===== config.mk =====
export PLATFORM = sky130hd
export DESIGN_NAME = fib_control
export DESIGN_NICKNAME = d
export VERILOG_FILES = /design/src/rtl/fib_control.sv
export SDC_FILE = /design/constraint.sdc
export NUM_CORES = 1
export LEC_CHECK = 0
export BUFFER_PORTS_ARGS = -buffer_cell sky130_fd_sc_hd__buf_2
export CORE_MARGIN = 3
export CORE_UTILIZATION = 30
export DETAILED_ROUTE_END_ITERATION = 6
export PLACE_DENSITY = 0.55
export RECOVER_POWER = 25
export REMOVE_ABC_BUFFERS = 1
export SLEW_MARGIN = 20
export SYNTH_ARGS = -nofsm -noshare
export SYNTH_HDL_FRONTEND = slang
export SYNTH_SLANG_ARGS = --single-unit

===== constraint.sdc =====
create_clock -name clock -period 3.3 [get_ports clock]
set_input_delay 0.825 -clock clock [delete_from_list [all_inputs] [get_ports clock]]
set_output_delay 0.825 -clock clock [all_outputs]
set_load 0.005 [all_outputs]

===== src/rtl/fib_control.sv =====
// Sequencing FSM for an iterative Fibonacci datapath: loads F(0)/F(1), steps the
// shift/sum registers N-1 times and reports the index reached plus adder overflow.
module fib_control #(
  parameter int DATA_W = 8
) (
  input  logic              clock,
  input  logic              reset,
  input  logic              start,
  input  logic              abort,
  input  logic [DATA_W-1:0] n_in,
  input  logic              overflow,
  output logic              enable_reg1,
  output logic              enable_reg2,
  output logic              enable_regN,
  output logic              enable_count,
  output logic              sel_init,
  output logic              res_sel,
  output logic [DATA_W-1:0] iter,
  output logic              busy,
  output logic              done,
  output logic              err_ovf
);

  typedef enum logic [1:0] {IDLE, LOAD, STEP, DONE} state_t;

  state_t            state;
  state_t            state_nxt;
  logic [DATA_W-1:0] n_q;
  logic [DATA_W-1:0] iter_inc;
  logic [DATA_W:0]   iter_ext;
  logic              last_step;

  function automatic logic [DATA_W-1:0] sat_inc(input logic [DATA_W-1:0] v);
    return (v == {DATA_W{1'b1}}) ? v : v + DATA_W'(1);
  endfunction

  assign iter_inc  = sat_inc(iter);
  // One extra bit so iter + 1 cannot wrap onto a small n_q.
  assign iter_ext  = {1'b0, iter} + (DATA_W + 1)'(1);
  assign last_step = (iter_ext == {1'b0, n_q});

  always_ff @(posedge clock or negedge reset) begin
    if (!reset) state <= IDLE;
    else        state <= state_nxt;
  end

  always_comb begin
    state_nxt = state;
    case (state)
      IDLE: if (start) state_nxt = LOAD;
      LOAD: begin
        if (abort)                     state_nxt = IDLE;
        else if (n_q <= DATA_W'(1))    state_nxt = DONE;
        else                           state_nxt = STEP;
      end
      STEP: begin
        if (abort)                     state_nxt = IDLE;
        else if (overflow || last_step) state_nxt = DONE;
      end
      DONE:    state_nxt = IDLE;
      default: state_nxt = IDLE;
    endcase
  end

  always_ff @(posedge clock or negedge reset) begin
    if (!reset) begin
      n_q     <= '0;
      iter    <= '0;
      err_ovf <= 1'b0;
    end else begin
      case (state)
        IDLE: if (start) begin
          n_q     <= n_in;
          err_ovf <= 1'b0;
        end
        LOAD: if (!abort) begin
          iter    <= DATA_W'(1);
          err_ovf <= 1'b0;
        end
        // Abort beats overflow: the step is discarded and the flag left alone.
        STEP: if (!abort) begin
          iter <= iter_inc;
          if (overflow) err_ovf <= 1'b1;
        end
        default: ;
      endcase
    end
  end

  always_comb begin
    enable_reg1  = 1'b0;
    enable_reg2  = 1'b0;
    enable_regN  = 1'b0;
    enable_count = 1'b0;
    sel_init     = 1'b0;
    res_sel      = 1'b0;
    busy         = 1'b0;
    done         = 1'b0;
    case (state)
      LOAD: begin
        sel_init    = 1'b1;
        enable_reg1 = 1'b1;
        enable_reg2 = 1'b1;
        enable_regN = 1'b1;
        busy        = 1'b1;
      end
      STEP: begin
        enable_reg1  = 1'b1;
        enable_reg2  = 1'b1;
        enable_count = 1'b1;
        busy         = 1'b1;
      end
      DONE: begin
        done    = 1'b1;
        res_sel = (n_q == '0);
      end
      default: ;
    endcase
  end

endmodule


==> impl_metrics.yaml, run 1 <==
run_status:
  status: "finished clean"
timing:
  fin_crit_sh_pct: 67.2
  rsz0062_at_grt: "no"
  fmax_mhz: 451
  slew_violations: 0
  hold_viol_final: 0
  tns_ps: 0
  setup_viol: 0
  tightest_slew_ps: 1050
  finalCriticalPeriod_ps: 2220
  hold_ws_ps: 535
  maxSlewHeadroom_pct: 30.3
  worst_clock_skew_ps: 0.777
setup_path:
  slowest_delay_ps: 400
  path_class: "reg2out"
  ff2ff_path_depth: 6
  cp_max_fo: 3
  arrival_ps: 1390
  r2r-start: "iter[0]$_DFFE_PN0P_"
  cp_slowest_cell: "dfrtp_1"
  crit_path_cell_trace: "nor4_1 > nand2_1 > nor3b_1 > buf_2"
  r2r_end: "state[0]$_DFFE_PN0P_"
  cp-start-kind: "flip-flop"
  crit_required_ps: 2470
  endpoint_kind: "output pin"
  r2r_slack_ps: 1240
floorplanning:
  start_util_pct: 32.4
  dieWidth_um: 70.3
  chipHeight_um: 70.3
  rows: 22
  coreArea_sq_um: 3830
  ios: 30
  die_area_sq_um: 4940
finish:
  seqCellArea_sq_um: 475
  antennaDiodeCount: 0
  fin_nets: 173
  fin_util_pct: 38.0
  stdcell_count: 201
  area_delta_synth_final_pct: 17.2
  final_area_sq_um: 1460
  layout-drive-gt1-share_pct: 28.1
  multi_input_area_sq_um: 719
  nFillCells: 384
power_and_ir_drop:
  p_seq_share_pct: 39.4
  clkPwrFrac_pct: 16.5
  p_sw_share_pct: 38.4
  p_sw_mw: 0.388
  p_leak_nw: 0.655
  irDropWorstVdd_uv: 350
  pwr-share-comb_pct: 44.1
  power.density_nw_per_um2: 695
  power.internal_mw: 0.623
cts:
  cts_hold_buf: 0
  root_buffer: "clkbuf_8"
  cts_made_buffers: 3
  clk_pin_slew_ps: 70
  post_cts_buffers: 0
  cts.path.max_buffers: 2
  ctsHtreeMaxLevel: 1
  cts_tree: "yes"
  clk_latency_ps: 260
  ctsResizeCount: 0
  numClockSinks: 19
hold_path:
  hp-class: "reg2reg"
  worstHoldPathCells: 2
  hold_start: "err_ovf$_DFFE_PN0P_"
  hold_end: "err_ovf$_DFFE_PN0P_"
synth:
  ys.flop_type: "dfrtp_1"
  synth_edf_count: 0
  syn_area_per_cell_sq_um: 9.93
  synth_cells: 125
  seq_area_frac_synth_pct: 38.3
  synth_top_cell_area_share_pct: 38.3
  ys_ff_latch: 19
  netlist_area_sq_um: 1240
  synth_largest_area_cell: "dfrtp_1"
  async_reset_ff_share_pct: 100
  synth_area_leaders: "dfrtp_1 (38%), mux2_2 (7.3%), ha_1 (6.0%), xnor2_1 (4.2%), xor2_1 (2.8%)"
  yosysWarnings: 0
  synth.distinct_cells: 40
placed_design:
  placed_area_sq_um: 1410
  port_buffers: 29
  placedCellCount: 197
  dpl.hpwl_um: 2300
  place_congestion: 0.840
route:
  highest_layer: "met4"
  drc_errors: 0
  wl_met1_um: 1310
  dr.pass1.iters: 4
  wl_um: 2930
  dr_total_vias: 1045
  wl_met3_um: 90
  antenna_left: 0
  viasPerCell: 5.20
  wl_per_cell_um: 14.6
  drt_iter0_markers: 39
  wl_met2_um: 1470
global_routing:
  first_global_vias: 1059
  grt_overflow_total: 0
  track_usage_pct: 12.8
  grt_pass1_wl_um: 5060
  antenna_found_initial: 0
  grt_start_max_net_pins: 20
job:
  maxCapViolations: 0
## metal layers
metal  global-route usage (%)  vias to the layer above
li1                         -                      518
met1                     16.4                      503
met2                     21.1                       17
met3                     2.01                        7
met4                     5.11                        0
met5                        0                        -
## power by group through the flow
stage,combinational (mW),clock (mW),sequential [mW]
after CTS,0.452,0.171,0.401
after detailed placement,0.449,0,0.406
after global placement,0.446,0,0.400
after global routing,0.502,0.179,0.414
final,0.446,0.167,0.399
after floorplan,0.324,0,0.378
## worst max-delay path, delay by kind of cell (launching register included)
kind / cells / cell delay (ps)
buffers and inverters: 1 / 140
flip-flops: 1 / 400
AND/OR/NAND/NOR: 3 / 590
## cells in the mapped netlist, drive strengths merged (2+ instances only)
library cell / count
xnor2: 6
buf: 5
and3: 2
a21oi: 6
nand3: 3
mux2: 8
nand2b: 3
mux2i: 2
nor2b: 3
o211ai: 2
nor3: 4
nor4: 3
ha: 6
o31ai: 2
o21ai: 9
or3: 3
xor2: 4
inv: 3
a2111oi: 2
nor2: 8
dfrtp: 19
nand2: 7
## cells in the final DEF, fill, tap and decap left out, types with 3 or more instances in the layout
cell,count
clkbuf_8,3
mux2_2,8
xnor2_1,6
nor2b_1,3
nor2_1,8
o21ai_1,5
buf_2,28
xor2_1,4
nand2_1,7
nand2b_1,3
nor4_1,3
ha_1,6
o21ai_0,4
or3_1,3
dfrtp_1,19
inv_1,3
a21oi_1,6
nor3_1,4
## per-stage QoR
stage	worst slack, ps	power (mW)
after floorplan	1440	0.702
after global placement	1350	0.846
after detailed placement	1230	0.856
after CTS	1060	1.02
after global routing	902	1.10
final	1080	1.01
## registers in the layout, indices dropped and copies added, names as in the netlist
signal / flops
err_ovf: 1
iter: 8
n_q: 8
state: 2
## cells by family (layout without fill, tap and decap cells)
kind of cell | Yosys count | after routing | synth area share [%]
adders and majority gates | 6 | 6 | 6.05
DFF | 19 | 19 | 38.3
muxes | 10 | 10 | 8.87
and+or+nand+nor | 40 | 40 | 18.0
buffers and inverters | 8 | 36 | 3.73
AOI/OAI and AO/OA | 32 | 32 | 17.9
xor gates and xnor gates | 10 | 10 | 7.06
## worst max-delay path by stage
stage,start,end,depth (start not counted)
2_1_floorplan,iter[0]$_DFFE_PN0P_,state[0]$_DFFE_PN0P_,6
3_3_place_gp,n_q[5]$_DFFE_PN0P_,res_sel,4
3_5_place_dp,iter[0]$_DFFE_PN0P_,state[0]$_DFFE_PN0P_,6
4_1_cts,n_q[5]$_DFFE_PN0P_,res_sel,4
5_1_grt,n_q[5]$_DFFE_PN0P_,res_sel,4
6_report,n_q[5]$_DFFE_PN0P_,res_sel,4
## cell type report
type | instances | area share [%]
multi-input cells | 98 | 49.4
flip-flops and latches | 19 | 32.7
repair buffers | 29 | 9.89
well taps | 48 | 4.13
clock buffers | 4 | 3.10
inverters | 3 | 0.774
Note: power is estimated with default switching activity, not from simulation.
==> run 2, diff against run 1 <==
- clock period: 3.3 -> 2.31 ns (I/O delays scaled with it)
==> run 2 against run 1 <==
Global-route usage fell by 0.74 points. Largest power group unchanged. Via count fell by 1.9%. Setup slack got worse by 820 ps. First-iteration DRC count fell by 33%. Core utilization rose by 0.20 points. Hold slack got worse by 65 ps. Register-to-register slack got worse by 980 ps. Critical path depth rose by 2. Final area rose by 0.52%. Clock power rose by 40%. Sequential power rose by 41%. Highest routed layer unchanged.
==> impl_metrics.yaml, run 2 (synthesis results as in run 1) <==
power_and_ir_drop:
  p_leak_nw: 0.660
  power.internal_mw: 0.892
  p_sw_mw: 0.538
  pwr-share-comb_pct: 44.3
  irDropWorstVdd_uv: 399
  clkPwrFrac_pct: 16.4
  p_sw_share_pct: 37.6
  power.density_nw_per_um2: 978
  p_seq_share_pct: 39.3
cts:
  root_buffer: "clkbuf_8"
  ctsResizeCount: 0
  ctsHtreeMaxLevel: 1
  cts_made_buffers: 3
  clk_pin_slew_ps: 70
  cts.path.max_buffers: 2
  cts_hold_buf: 0
  cts_tree: "yes"
  clk_latency_ps: 260
  post_cts_buffers: 0
  numClockSinks: 19
route:
  wl_um: 2820
  drt_iter0_markers: 26
  antenna_left: 0
  dr_total_vias: 1025
  viasPerCell: 5.07
  drc_errors: 0
  wl_per_cell_um: 14.0
  dr.pass1.iters: 4
finish:
  mostFrequentLayoutCells: "buf_2 (28), dfrtp_1 (19), mux2_2 (8), nor2_1 (8), nand2_1 (7)"
  layout_commonest_cell: "buf_2"
  top_regs: "iter (8), n_q (8), state (2)"
  nFillCells: 374
  area_delta_synth_final_pct: 17.8
  layout-drive-gt1-share_pct: 28.6
  antennaDiodeCount: 0
  fin_nets: 174
placed_design:
  dpl.hpwl_um: 2210
  place_congestion: 0.924
  port_buffers: 29
setup_path:
  endpoint_kind: "flip-flop"
  path_class: "reg2reg"
  arrival_ps: 2220
  cp_max_fo: 7
  slowest_delay_ps: 470
  cp_slowest_cell: "dfrtp_1"
  cp-start-kind: "flip-flop"
  critPathTopFamily: "simple AND/OR/NAND/NOR gates"
  crit_required_ps: 2480
  crit_path_cell_trace: "ha_1 > and2_1 > and3_1 > o2111ai_1 > or3_1 > a221oi_2"
  cp_num_buf_inv: 0
timing:
  slew_violations: 0
  tns_ps: 0
  hold_viol_final: 0
  worst_clock_skew_ps: 1.95
  maxSlewHeadroom_pct: 31.7
  setup_viol: 0
  tightest_slew_ps: 1020
  rsz0062_at_grt: "no"
  fin_crit_sh_pct: 88.8
  finalCriticalPeriod_ps: 2050
  hold_ws_ps: 470
  fmax_mhz: 488
floorplanning:
  chipHeight_um: 70.3
  rows: 22
  dieWidth_um: 70.3
  die_area_sq_um: 4940
  ios: 30
  coreArea_sq_um: 3830
  start_util_pct: 32.4
global_routing:
  track_usage_pct: 12.0
  grt_overflow_total: 0
  grt_start_max_net_pins: 20
  grt_pass1_wl_um: 4850
  first_global_vias: 1018
  antenna_found_initial: 0
hold_path:
  hp-class: "in2async"
run_status:
  status: "finished clean"
job:
  maxCapViolations: 0
## run 2: per-layer routing
| metal | share of wire [%] | up-vias | GRT usage [%] |
|---|---|---|---|
| li1 | - | 514 | - |
| met3 | 4.4 | 5 | 1.87 |
| met2 | 48 | 27 | 19.6 |
| met5 | 0 | - | 0 |
| met4 | 1.7 | 0 | 4.47 |
| met1 | 46 | 479 | 15.8 |
## run 2: cell type report
type | count | area [sq um] | share of cell area (%)
clock buffer | 4 | 45.0 | 3.08
inverter | 3 | 11.3 | 0.770
multi-input combinational | 98 | 719 | 49.2
sequential | 19 | 475 | 32.5
tap | 48 | 60.1 | 4.11
timing repair buffer | 30 | 151 | 10.4
## run 2: stage by stage
| stage | area (sq um) | worst slack, ps | total power [mW] | utilization, % | instances |
|---|---|---|---|---|---|
| global route | 1460 | 139 | 1.54 | 38.2 | 202 |
| global placement | 1420 | 381 | 1.19 | 37.1 | 198 |
| detailed placement | 1420 | 291 | 1.20 | 37.1 | 198 |
| finish | 1460 | 259 | 1.43 | 38.2 | 202 |
| CTS | 1460 | 266 | 1.44 | 38.3 | 202 |
| floorplan | 1210 | 451 | 1.00 | - | 120 |
## run 2: path summary, 6_finish.rpt
kind | depth (start not counted) | endpoint | startpoint | slack [ps]
max | 6 | state[0]$_DFFE_PN0P_ | iter[0]$_DFFE_PN0P_ | 260
min | 1 | n_q[0]$_DFFE_PN0P_ | reset | 470
max reg2reg | 6 | state[0]$_DFFE_PN0P_ | iter[0]$_DFFE_PN0P_ | 260
min reg2reg | 2 | err_ovf$_DFFE_PN0P_ | err_ovf$_DFFE_PN0P_ | 520
max in group asynchronous | 1 | iter[3]$_DFFE_PN0P_ | reset | 1220
min in group clock | 2 | err_ovf$_DFFE_PN0P_ | err_ovf$_DFFE_PN0P_ | 520
## run 2: power by group through the flow
stage | logic (mW) | registers, mW | clock network (mW)
after floorplan | 0.462 | 0.540 | 0
after global placement | 0.628 | 0.566 | 0
after detailed placement | 0.635 | 0.570 | 0
after CTS | 0.640 | 0.562 | 0.243
after global routing | 0.705 | 0.578 | 0.257
final | 0.634 | 0.562 | 0.234
==> run 3, diff against run 2 <==
- CTS_BUF_LIST: default -> sky130_fd_sc_hd__clkbuf_16
- RECOVER_POWER: 25 -> default
==> run 3 against run 2 <==
Sequential share of layout area decreased by 0.76 points. Highest routed layer unchanged. Via count grew 0.68%. Critical endpoint unchanged. Hold slack worse by 220 ps. Critical path depth unchanged. Maximum frequency is 0.10% lower.
==> impl_metrics.yaml, run 3 (synthesis results as in run 1) <==
global_routing:
  grt_pass1_wl_um: 4880
  first_global_vias: 1006
  grt_start_max_net_pins: 20
  antenna_found_initial: 0
  track_usage_pct: 12.2
  grt_overflow_total: 0
setup_path:
  cp-start-kind: "flip-flop"
  path_class: "reg2reg"
  crit_start: "iter[0]$_DFFE_PN0P_"
  r2r-start: "iter[0]$_DFFE_PN0P_"
  cp_num_buf_inv: 0
  crit_required_ps: 2470
  r2r_slack_ps: 260
  cp_slowest_cell: "dfrtp_1"
  crit_path_cell_trace: "ha_1 > and2_1 > and3_1 > o2111ai_1 > or3_1 > a221oi_2"
  critPathTopFamily: "simple AND/OR/NAND/NOR gates"
  cp_max_fo: 7
  arrival_ps: 2210
  slowest_delay_ps: 470
  endpoint_kind: "flip-flop"
job:
  maxCapViolations: 0
cts:
  cts_made_buffers: 3
  cts_hold_buf: 0
  clk_latency_ps: 250
  ctsHtreeMaxLevel: 1
  root_buffer: "clkbuf_16"
  numClockSinks: 19
  post_cts_buffers: 0
  ctsResizeCount: 0
  clk_pin_slew_ps: 60
  cts.path.max_buffers: 2
  cts_tree: "yes"
timing:
  fin_crit_sh_pct: 88.9
  worst_clock_skew_ps: 1.07
  setup_viol: 0
  finalCriticalPeriod_ps: 2050
  tns_ps: 0
  slew_violations: 0
  hold_viol_final: 0
  tightest_slew_ps: 535
  fmax_mhz: 487
  maxSlewHeadroom_pct: 64.1
  rsz0062_at_grt: "no"
floorplanning:
  chipHeight_um: 70.3
  start_util_pct: 32.4
  ios: 30
  die_area_sq_um: 4940
  coreArea_sq_um: 3830
  dieWidth_um: 70.3
  rows: 22
finish:
  nFillCells: 367
  layout-drive-gt1-share_pct: 29.2
  top_regs: "iter (8), n_q (8), state (2)"
  fin_nets: 174
  mostFrequentLayoutCells: "buf_2 (29), dfrtp_1 (19), mux2_2 (8), nor2_1 (8), nand2_1 (7)"
  antennaDiodeCount: 0
  area_delta_synth_final_pct: 20.7
  layout_commonest_cell: "buf_2"
power_and_ir_drop:
  clkPwrFrac_pct: 23.0
  p_leak_nw: 0.683
  p_sw_share_pct: 35.6
  power.internal_mw: 1.00
  pwr-share-comb_pct: 40.9
  total_power_mw: 1.55
  power.density_nw_per_um2: 1040
  irDropWorstVdd_uv: 612
  p_sw_mw: 0.554
  p_seq_share_pct: 36.1
placed_design:
  place_congestion: 0.924
  port_buffers: 29
  dpl.hpwl_um: 2210
run_status:
  status: "finished clean"
route:
  drc_errors: 0
  dr_total_vias: 1032
  wl_um: 2890
  wl_per_cell_um: 14.3
  antenna_left: 0
  dr.pass1.iters: 4
  drt_iter0_markers: 27
  viasPerCell: 5.11
hold_path:
  hp-class: "in2async"
## run 3: through the flow
stage / utilization (%) / setup slack (ps) / std cells / cell area [sq um] / hold WS [ps]
after floorplan: - / 451 / 120 / 1210 / 282
after global placement: 37.1 / 381 / 198 / 1420 / 505
after detailed placement: 37.1 / 291 / 198 / 1420 / 512
after CTS: 39.1 / 273 / 202 / 1500 / 276
after global routing: 39.1 / 156 / 202 / 1500 / 295
final: 39.1 / 257 / 202 / 1500 / 254
## run 3: final cells by class
class	instances	area, sq um	share of cell area (%)
Multi-Input combinational cell	98	719	48.0
Tap cell	48	60.1	4.01
Clock buffer	3	75.1	5.01
Inverter	3	11.3	0.752
Timing Repair Buffer	30	153	10.2
Sequential cell	19	475	31.7
Clock inverter	1	3.75	0.251
## run 3: metal layers
metal | vias up | routed length (um) | track usage, %
met5 | - | 0 | 0
met4 | 0 | 40 | 4.47
met3 | 5 | 144 | 2.30
met2 | 32 | 1370 | 19.6
met1 | 478 | 1330 | 16.1
li1 | 517 | - | -
## run 3: path summary, 6_finish.rpt
path	to	depth (start not counted)
max in group asynchronous	state[1]$_DFFE_PN0P_	1
worst min-delay path	err_ovf$_DFFE_PN0P_	1
worst max register to register	state[0]$_DFFE_PN0P_	6
min in group clock	err_ovf$_DFFE_PN0P_	2
worst min register to register	err_ovf$_DFFE_PN0P_	2
worst max-delay path	state[0]$_DFFE_PN0P_	6
## run 3: power by group through the flow
stage               Combinational (mW)  Clock [mW]  Sequential, mW
finish                           0.636       0.357           0.562
global route                     0.705       0.379           0.578
CTS                              0.641       0.362           0.563
detailed placement               0.635           0           0.570
global placement                 0.628           0           0.566
floorplan                        0.462           0           0.540
## run 3: worst register-to-register path, delay by kind of cell (launching register included)
kind | cells | cell delay [ps]
DFF | 1 | 470
AOI/OAI and AO/OA | 2 | 370
adders and majority gates | 1 | 340
and+or+nand+nor | 3 | 790
